**src/rtl/mux_scan_ctrl_if.sv**
```systemverilog
// rtl/mux_scan_ctrl_if.sv - mux select/data and downstream word stream bundle
// The controller is the master: it drives select and the output stream.
interface mux_scan_ctrl_if #(
  parameter int BIT_WIDTH = 4,
  parameter int SEL_WIDTH = 2
);
  logic [SEL_WIDTH-1:0] select;
  logic [BIT_WIDTH-1:0] muxout;
  logic [BIT_WIDTH-1:0] out_data;
  logic                 out_valid;
  logic                 out_ready;

  modport master (
    output select,
    output out_data,
    output out_valid,
    input  muxout,
    input  out_ready
  );

  modport slave (
    input  select,
    input  out_data,
    input  out_valid,
    output muxout,
    output out_ready
  );
endinterface

```
**src/rtl/mux_scan_ctrl.sv**
```systemverilog
// rtl/mux_scan_ctrl.sv - ordered, back-pressure-aware scan of mux inputs
// Each word takes a SETUP cycle (mux settles on registered select) and a SEND cycle.
module mux_scan_ctrl #(
  parameter int BIT_WIDTH = 4,
  parameter int DEPTH     = 4,
  parameter int SEL_WIDTH = 2
) (
  input  logic                clk,
  input  logic                rst_n,
  input  logic                start,
  input  logic                abort,
  mux_scan_ctrl_if.master     bus,
  output logic                busy,
  output logic                done
);

  typedef enum logic [1:0] {
    IDLE  = 2'd0,
    SETUP = 2'd1,
    SEND  = 2'd2
  } state_e;

  localparam logic [SEL_WIDTH-1:0] LAST_SEL = SEL_WIDTH'(DEPTH - 1);

  state_e               state_q, state_d;
  logic [SEL_WIDTH-1:0] select_q, select_d;
  logic [BIT_WIDTH-1:0] out_data_q, out_data_d;
  logic                 out_valid_q, out_valid_d;
  logic                 busy_q, busy_d;
  logic                 done_q, done_d;

  always_ff @(posedge clk) begin
    if (!rst_n) begin
      state_q     <= IDLE;
      select_q    <= '0;
      out_data_q  <= '0;
      out_valid_q <= 1'b0;
      busy_q      <= 1'b0;
      done_q      <= 1'b0;
    end else begin
      state_q     <= state_d;
      select_q    <= select_d;
      out_data_q  <= out_data_d;
      out_valid_q <= out_valid_d;
      busy_q      <= busy_d;
      done_q      <= done_d;
    end
  end

  always_comb begin
    state_d     = state_q;
    select_d    = select_q;
    out_data_d  = out_data_q;
    out_valid_d = out_valid_q;
    busy_d      = busy_q;
    done_d      = 1'b0;

    case (state_q)
      IDLE: begin
        // abort beats a coincident start, so the scan never begins
        if (start && !abort) begin
          select_d = '0;
          busy_d   = 1'b1;
          state_d  = SETUP;
        end
      end

      SETUP: begin
        if (abort) begin
          state_d     = IDLE;
          select_d    = '0;
          out_valid_d = 1'b0;
          busy_d      = 1'b0;
        end else begin
          out_data_d  = bus.muxout;
          out_valid_d = 1'b1;
          state_d     = SEND;
        end
      end

      SEND: begin
        // an abort coinciding with the handshake discards that word
        if (abort) begin
          state_d     = IDLE;
          select_d    = '0;
          out_valid_d = 1'b0;
          busy_d      = 1'b0;
        end else if (out_valid_q && bus.out_ready) begin
          out_valid_d = 1'b0;
          if (select_q == LAST_SEL) begin
            select_d = '0;
            busy_d   = 1'b0;
            done_d   = 1'b1;
            state_d  = IDLE;
          end else begin
            select_d = select_q + 1'b1;
            state_d  = SETUP;
          end
        end
      end

      default: begin
        state_d     = IDLE;
        select_d    = '0;
        out_valid_d = 1'b0;
        busy_d      = 1'b0;
      end
    endcase
  end

  assign bus.select    = select_q;
  assign bus.out_data  = out_data_q;
  assign bus.out_valid = out_valid_q;
  assign busy          = busy_q;
  assign done          = done_q;

endmodule

```
**src/flat_wrapper.sv**
```systemverilog
// flat-port wrapper written by rule: the top's interface ports become plain ports
module mux_scan_ctrl_flat 
#(
  parameter int BIT_WIDTH = 4,
  parameter int DEPTH     = 4,
  parameter int SEL_WIDTH = 2
)
  (clk, rst_n, start, abort, busy, done, bus_select, bus_out_data, bus_out_valid, bus_muxout, bus_out_ready);
  mux_scan_ctrl_if #(.BIT_WIDTH(BIT_WIDTH), .SEL_WIDTH(SEL_WIDTH)) bus_i ();
  input  logic clk;
  input  logic rst_n;
  input  logic start;
  input  logic abort;
  output logic busy;
  output logic done;
  output wire logic [$bits(bus_i.select)-1:0] bus_select;
  output wire logic [$bits(bus_i.out_data)-1:0] bus_out_data;
  output wire logic [$bits(bus_i.out_valid)-1:0] bus_out_valid;
  input wire logic [$bits(bus_i.muxout)-1:0] bus_muxout;
  input wire logic [$bits(bus_i.out_ready)-1:0] bus_out_ready;
  assign bus_select = bus_i.select;
  assign bus_out_data = bus_i.out_data;
  assign bus_out_valid = bus_i.out_valid;
  assign bus_i.muxout = bus_muxout;
  assign bus_i.out_ready = bus_out_ready;
  mux_scan_ctrl #(.BIT_WIDTH(BIT_WIDTH), .DEPTH(DEPTH), .SEL_WIDTH(SEL_WIDTH)) u_core (.clk(clk), .rst_n(rst_n), .start(start), .abort(abort), .bus(bus_i), .busy(busy), .done(done));
endmodule
```
**config.mk**
```make
export PLATFORM = sky130hd
export DESIGN_NAME = mux_scan_ctrl_flat
export DESIGN_NICKNAME = d
export VERILOG_FILES = /design/src/rtl/mux_scan_ctrl_if.sv /design/src/rtl/mux_scan_ctrl.sv /design/src/flat_wrapper.sv
export SDC_FILE = /design/constraint.sdc
export NUM_CORES = 1
export LEC_CHECK = 0
export BUFFER_PORTS_ARGS = -buffer_cell sky130_fd_sc_hd__clkbuf_2
export CORE_AREA = 5 5 42 44
export CTS_CLUSTER_DIAMETER = 150
export DETAILED_ROUTE_END_ITERATION = 8
export DIE_AREA = 0 0 47 49
export SLEW_MARGIN = 15
export SYNTH_ARGS = -nofsm -noshare
export SYNTH_HDL_FRONTEND = slang
export SYNTH_SLANG_ARGS = --single-unit
```
**constraint.sdc**
```tcl
create_clock -name clk -period 2.2 [get_ports clk]
set_input_delay 0.44 -clock clk [delete_from_list [all_inputs] [get_ports clk]]
set_output_delay 0.44 -clock clk [all_outputs]
set_load 0.005 [all_outputs]
```
# --- After elaboration in Yosys (flattened, before gate mapping) ---
# Cells that the tools add are included.
op_classes:
  bitwise: 5
  muxes: 23
  reduce_logical: 10
  add_sub_neg: 1
  n_eq_ne: 7
ops:
  columns: ["cell", "count"]
  rows:
  - ["2-bit two-way mux", 9]
  - ["2-bit one-hot mux with 3 select lines", 2]
  - ["1-bit two-way mux", 10]
  - ["3-bit by 2-bit != test with 1-bit output (second input constant)", 2]
  - ["1-bit one-hot mux with 3 select lines", 2]
  - ["2-bit AND reduction", 3]
  - ["1-bit NOT", 5]
  - ["2-bit == test (second input constant)", 2]
  - ["4-bit AND reduction", 1]
  - ["4-bit OR reduction", 1]
  - ["3-bit AND reduction", 1]
  - ["2-bit by 1-bit adder with 2-bit output (second input constant)", 1]
  - ["2-bit by 1-bit == test with 1-bit output (second input constant)", 1]
  - ["1-bit logical AND", 2]
  - ["2-bit logical NOT", 1]
  - ["2-bit by 1-bit != test with 1-bit output (second input constant)", 1]
  - ["2-bit != test (second input constant)", 1]
  - ["1-bit logical NOT", 1]
word_totals:
  regBits: 11
  elab_cells: 52
  input_bits: 9
  output_inout_bits: 9

# --- Depth between registers and ports, before layout ---
depth:
  depth_word: 5
  depth_mapped: 5
  ltp_nobuf: 5

# --- Worst setup path after synthesis ---
# Ideal clock, no wire load.
synth_timing:
  kind: "input -> register"
  from: "input port abort"
  to: "register u_core.select_q[0], in the netlist u_core.bus.select[0]"
  t_required_ns: 2.128
  cell_stages: 4
  slack_ns: 1.054
  arrival_time_ns: 1.075
  path_buffers: 0
  cell_sequence: "nor2_1 > nand3_1 > or3_1 > mux2i_1"
synth_via:
  elab_chain_cells: 4
synth_lines:
  columns: ["item", "line_no", "text"]
  rows:
  - ["start: declaration", "flat_wrapper.sv:13", "input logic abort;"]
  - ["1-bit logical NOT", "mux_scan_ctrl.sv:61", "if (start && !abort) begin"]
  - ["1-bit logical AND", "mux_scan_ctrl.sv:61", null]
  - ["2-bit by 1-bit != test with 1-bit output (no source line)", null, null]
  - ["3-bit AND reduction (no source line)", null, null]
  - ["end signal: assignment", "mux_scan_ctrl.sv:42", "select_q <= select_d;"]
  - ["end: declaration", "mux_scan_ctrl.sv:26", "logic [SEL_WIDTH-1:0] select_q, select_d;"]
# Several ways; a longest one is shown, not always the timed one.
# A chain may end at the register's enable or synchronous reset.

# --- Worst setup path in the final report ---
layout_timing:
  from: "register u_core.state_q[0]"
  to: "register u_core.out_data_q[2], in the netlist u_core.bus.out_data[2]"
layout_via:
  elab_chain_cells: 2
layout_lines:
  columns: ["item", "line_no", "text"]
  rows:
  - ["start: declaration", "mux_scan_ctrl.sv:25", "state_e state_q, state_d;"]
  - ["start signal: assignment", "mux_scan_ctrl.sv:41", "state_q <= state_d;"]
  - ["2-bit by 1-bit == test with 1-bit output", "mux_scan_ctrl.sv:58", "case (state_q)"]
  - ["2-bit AND reduction (no source line)", null, null]
  - ["end signal: assignment", "mux_scan_ctrl.sv:43", "out_data_q <= out_data_d;"]
  - ["end: declaration", "mux_scan_ctrl.sv:27", "logic [BIT_WIDTH-1:0] out_data_q, out_data_d;"]
# Every way passes these cells.

==> results.toml <==
[sta]
hold_viol_final = 0
finalWorstSetupSlack_ns = 0.925
min_period_over_period = 0.580
rsz0062_at_grt = "false"
drv_slew = 0
fmax_ghz = 0.784
tightest_slew_ns = 0.267
finalClockSkew_ns = 0.00543
setup_tns_ns = 0
maxSlewHeadroom = 0.819
setup_viol = 0
period_needed_ns = 1.28

[power_and_ir_drop]
p_sw_frac = 0.233
intPower_mw = 0.294
cellLeakagePower_nw = 0.269
seq_power_share = 0.545
power.switching_mw = 0.0892
power_density_nw_per_um2 = 617
p_comb_frac = 0.099
peakVddDrop_mv = 0.321
clockPowerShare = 0.356

[final_layout]
multi_input_area_um2 = 265
seq_area_um2 = 220
layout-drive-gt1-share = 0.319
area_growth_syn_to_layout_pct = 23.1
diodes = 0
final_area_um2 = 621
n_fill_cell = 154
final_nets = 83

[logic_synthesis]
synth-seq-cells = 11
syn_inst = 53
synth.avg_cell_area_um2 = 9.51
async_flop_share = 0
synthDistinctLibCells = 22
synth_common_cells = "dfxtp_1, mux2i_1, nor2b_1, nand2_1"
syn-cell-area_um2 = 504
yosysMostFrequentCell = "dfxtp_1"
synth-seq-area-share = 0.437
synth_edf_count = 0
synth_top_area_frac = 0.437
synth_area_leader_cell = "dfxtp_1"
synth_flop_cell = "dfxtp_1"
ys.warnings.count = 0
ys_top_cells_by_area = "dfxtp_1, mux2i_1, nor2b_1, nand2_1, a21oi_1"
syn_nets = 63

[setup_path]
cp-start-kind = "flip-flop"
rr_startpoint = "u_core.state_q[0]"
cp-startpoint = "u_core.state_q[0]"
cp_num_cells = 4
cp_max_fo = 6
max_stage_delay_ns = 0.43
slowest_stage = "dfxtp_1"
path_buf_inv = 0
rr_endpoint = "u_core.bus.out_data[2]"
r2r_slack_ns = 0.92
cp-endpoint = "u_core.bus.out_data[2]"
cp.arrival_ns = 1.44
path_cells = "nor2b_2, and2_1, mux2i_1, nor2b_1"
required_ns = 2.36
reg2reg_depth = 4
crit_path_end_kind = "flip-flop"
critPathTopFamily = "simple AND/OR/NAND/NOR gates"
worstSetupPathType = "reg -> reg"

[clock_network]
clock-root-buffer = "clkbuf_4"
clkSlewWorstSetupHoldPaths_ns = 0.07
cts_resized = 0
post-cts-setup-buffers = 0
h-tree-depth = 1
cts_max_path_buffers = 2
cts_tree = "done"
clk_latency_ns = 0.27
clkSinkCount = 11
cts_hold_buf = 0
cts_made_buffers = 3

[detailed_routing]
dr.pass1.iters = 4
routedWlPerCell_um = 11.3
vias = 431
antenna_left = 0
route.detailed.drc = 0
via_per_inst = 4.90
drt-initial-drc-count = 17
routed_wl_um = 998

[floorplan]
coreArea_um2 = 1400
dieArea_um2 = 2300
die-width_um = 47
rows = 14
ios = 18
start_util = 0.360
die_y_um = 49

[global_routing]
grt_pass1_wl_um = 1660
grt_pass1_vias = 410
antenna_found_initial = 0
grt_max_degree = 13
grt_usage = 0.0962
grt_overflow_total = 0

[place]
place_area_um2 = 594
pre_cts_ws_ns = 0.835
place.gp.congestion = 0.782
dp_hpwl_um = 787
port_buffers = 17

[hold_path]
min_path_type = "in -> reg"
whs_path_depth = 2

[status]
outcome = "finished clean"

[run]
maxCapViolCount = 0
routing by layer:
layer | vias to the layer above | routed length, um | global-route usage
met1 | 193 | 441 | 0.116
met3 | 0 | 106 | 0.0554
met5 | - | 0 | 0
li1 | 220 | - | -
met4 | 0 | 0 | 0.0138
met2 | 18 | 450 | 0.149
cells by family (layout without fill, tap and decap cells):
kind of cell    count (synthesis)  in the layout  synth area share
compound gates                  7              7            0.0993
fa+ha+maj                       1              1            0.0248
buf+inv                         3             22            0.0372
flops                          11             11             0.437
mux                             7              7             0.139
simple gates                   24             24             0.263
worst min-delay path by stage:
stage / start / endpoint
after global placement: u_core.bus.select[1] / u_core.bus.select[1]
final: abort / u_core.state_q[1]
after detailed placement: u_core.bus.select[1] / u_core.bus.select[1]
after global routing: abort / u_core.state_q[1]
after floorplan: u_core.bus.select[1] / u_core.bus.select[1]
after CTS: abort / u_core.state_q[1]
power groups by stage:
stage	Clock, mW	Sequential [mW]	Combinational (mW)
after floorplan	0	0.213	0.0230
after global placement	0	0.213	0.0381
after detailed placement	0	0.213	0.0384
after CTS	0.146	0.209	0.0387
after global routing	0.157	0.209	0.0425
final	0.136	0.209	0.0379
cell usage in the layout, fill, tap and decap left out, types with 3 or more instances in the layout:
cell type,count
mux2i_1,7
nor2_1,3
a21oi_1,3
clkbuf_2,17
nand2_1,5
clkbuf_4,3
nor2b_1,6
nand3_1,3
dfxtp_1,11
state kept, by name (all words and copies together), names as in the netlist:
register / count
u_core.bus.out_data: 4
u_core.bus.select: 2
u_core.state_q: 2
u_core.bus.out_valid: 1
u_core.busy: 1
u_core.done: 1
metrics by stage:
stage | total power, mW | cells | utilization | hold slack, ns
final | 0.383 | 88 | 0.443 | 0.414
after global routing | 0.409 | 88 | 0.443 | 0.409
after CTS | 0.393 | 88 | 0.443 | 0.398
after detailed placement | 0.252 | 84 | 0.424 | 0.481
after global placement | 0.252 | 84 | 0.424 | 0.478
after floorplan | 0.236 | 53 | - | 0.471
final cells by class:
type,instances,area share
tap,16,0.0323
timing repair buffer,17,0.137
multi-input combinational,39,0.427
clock buffer,4,0.0423
sequential,11,0.355
inverter,1,0.00605
worst register-to-register path: stages (launching register included):
cell and delay, ns:
dfxtp_1 0.43, nor2b_2 0.19, and2_1 0.27, mux2i_1 0.23
nor2b_1 0.06
(Power assumes the default switching activity.)
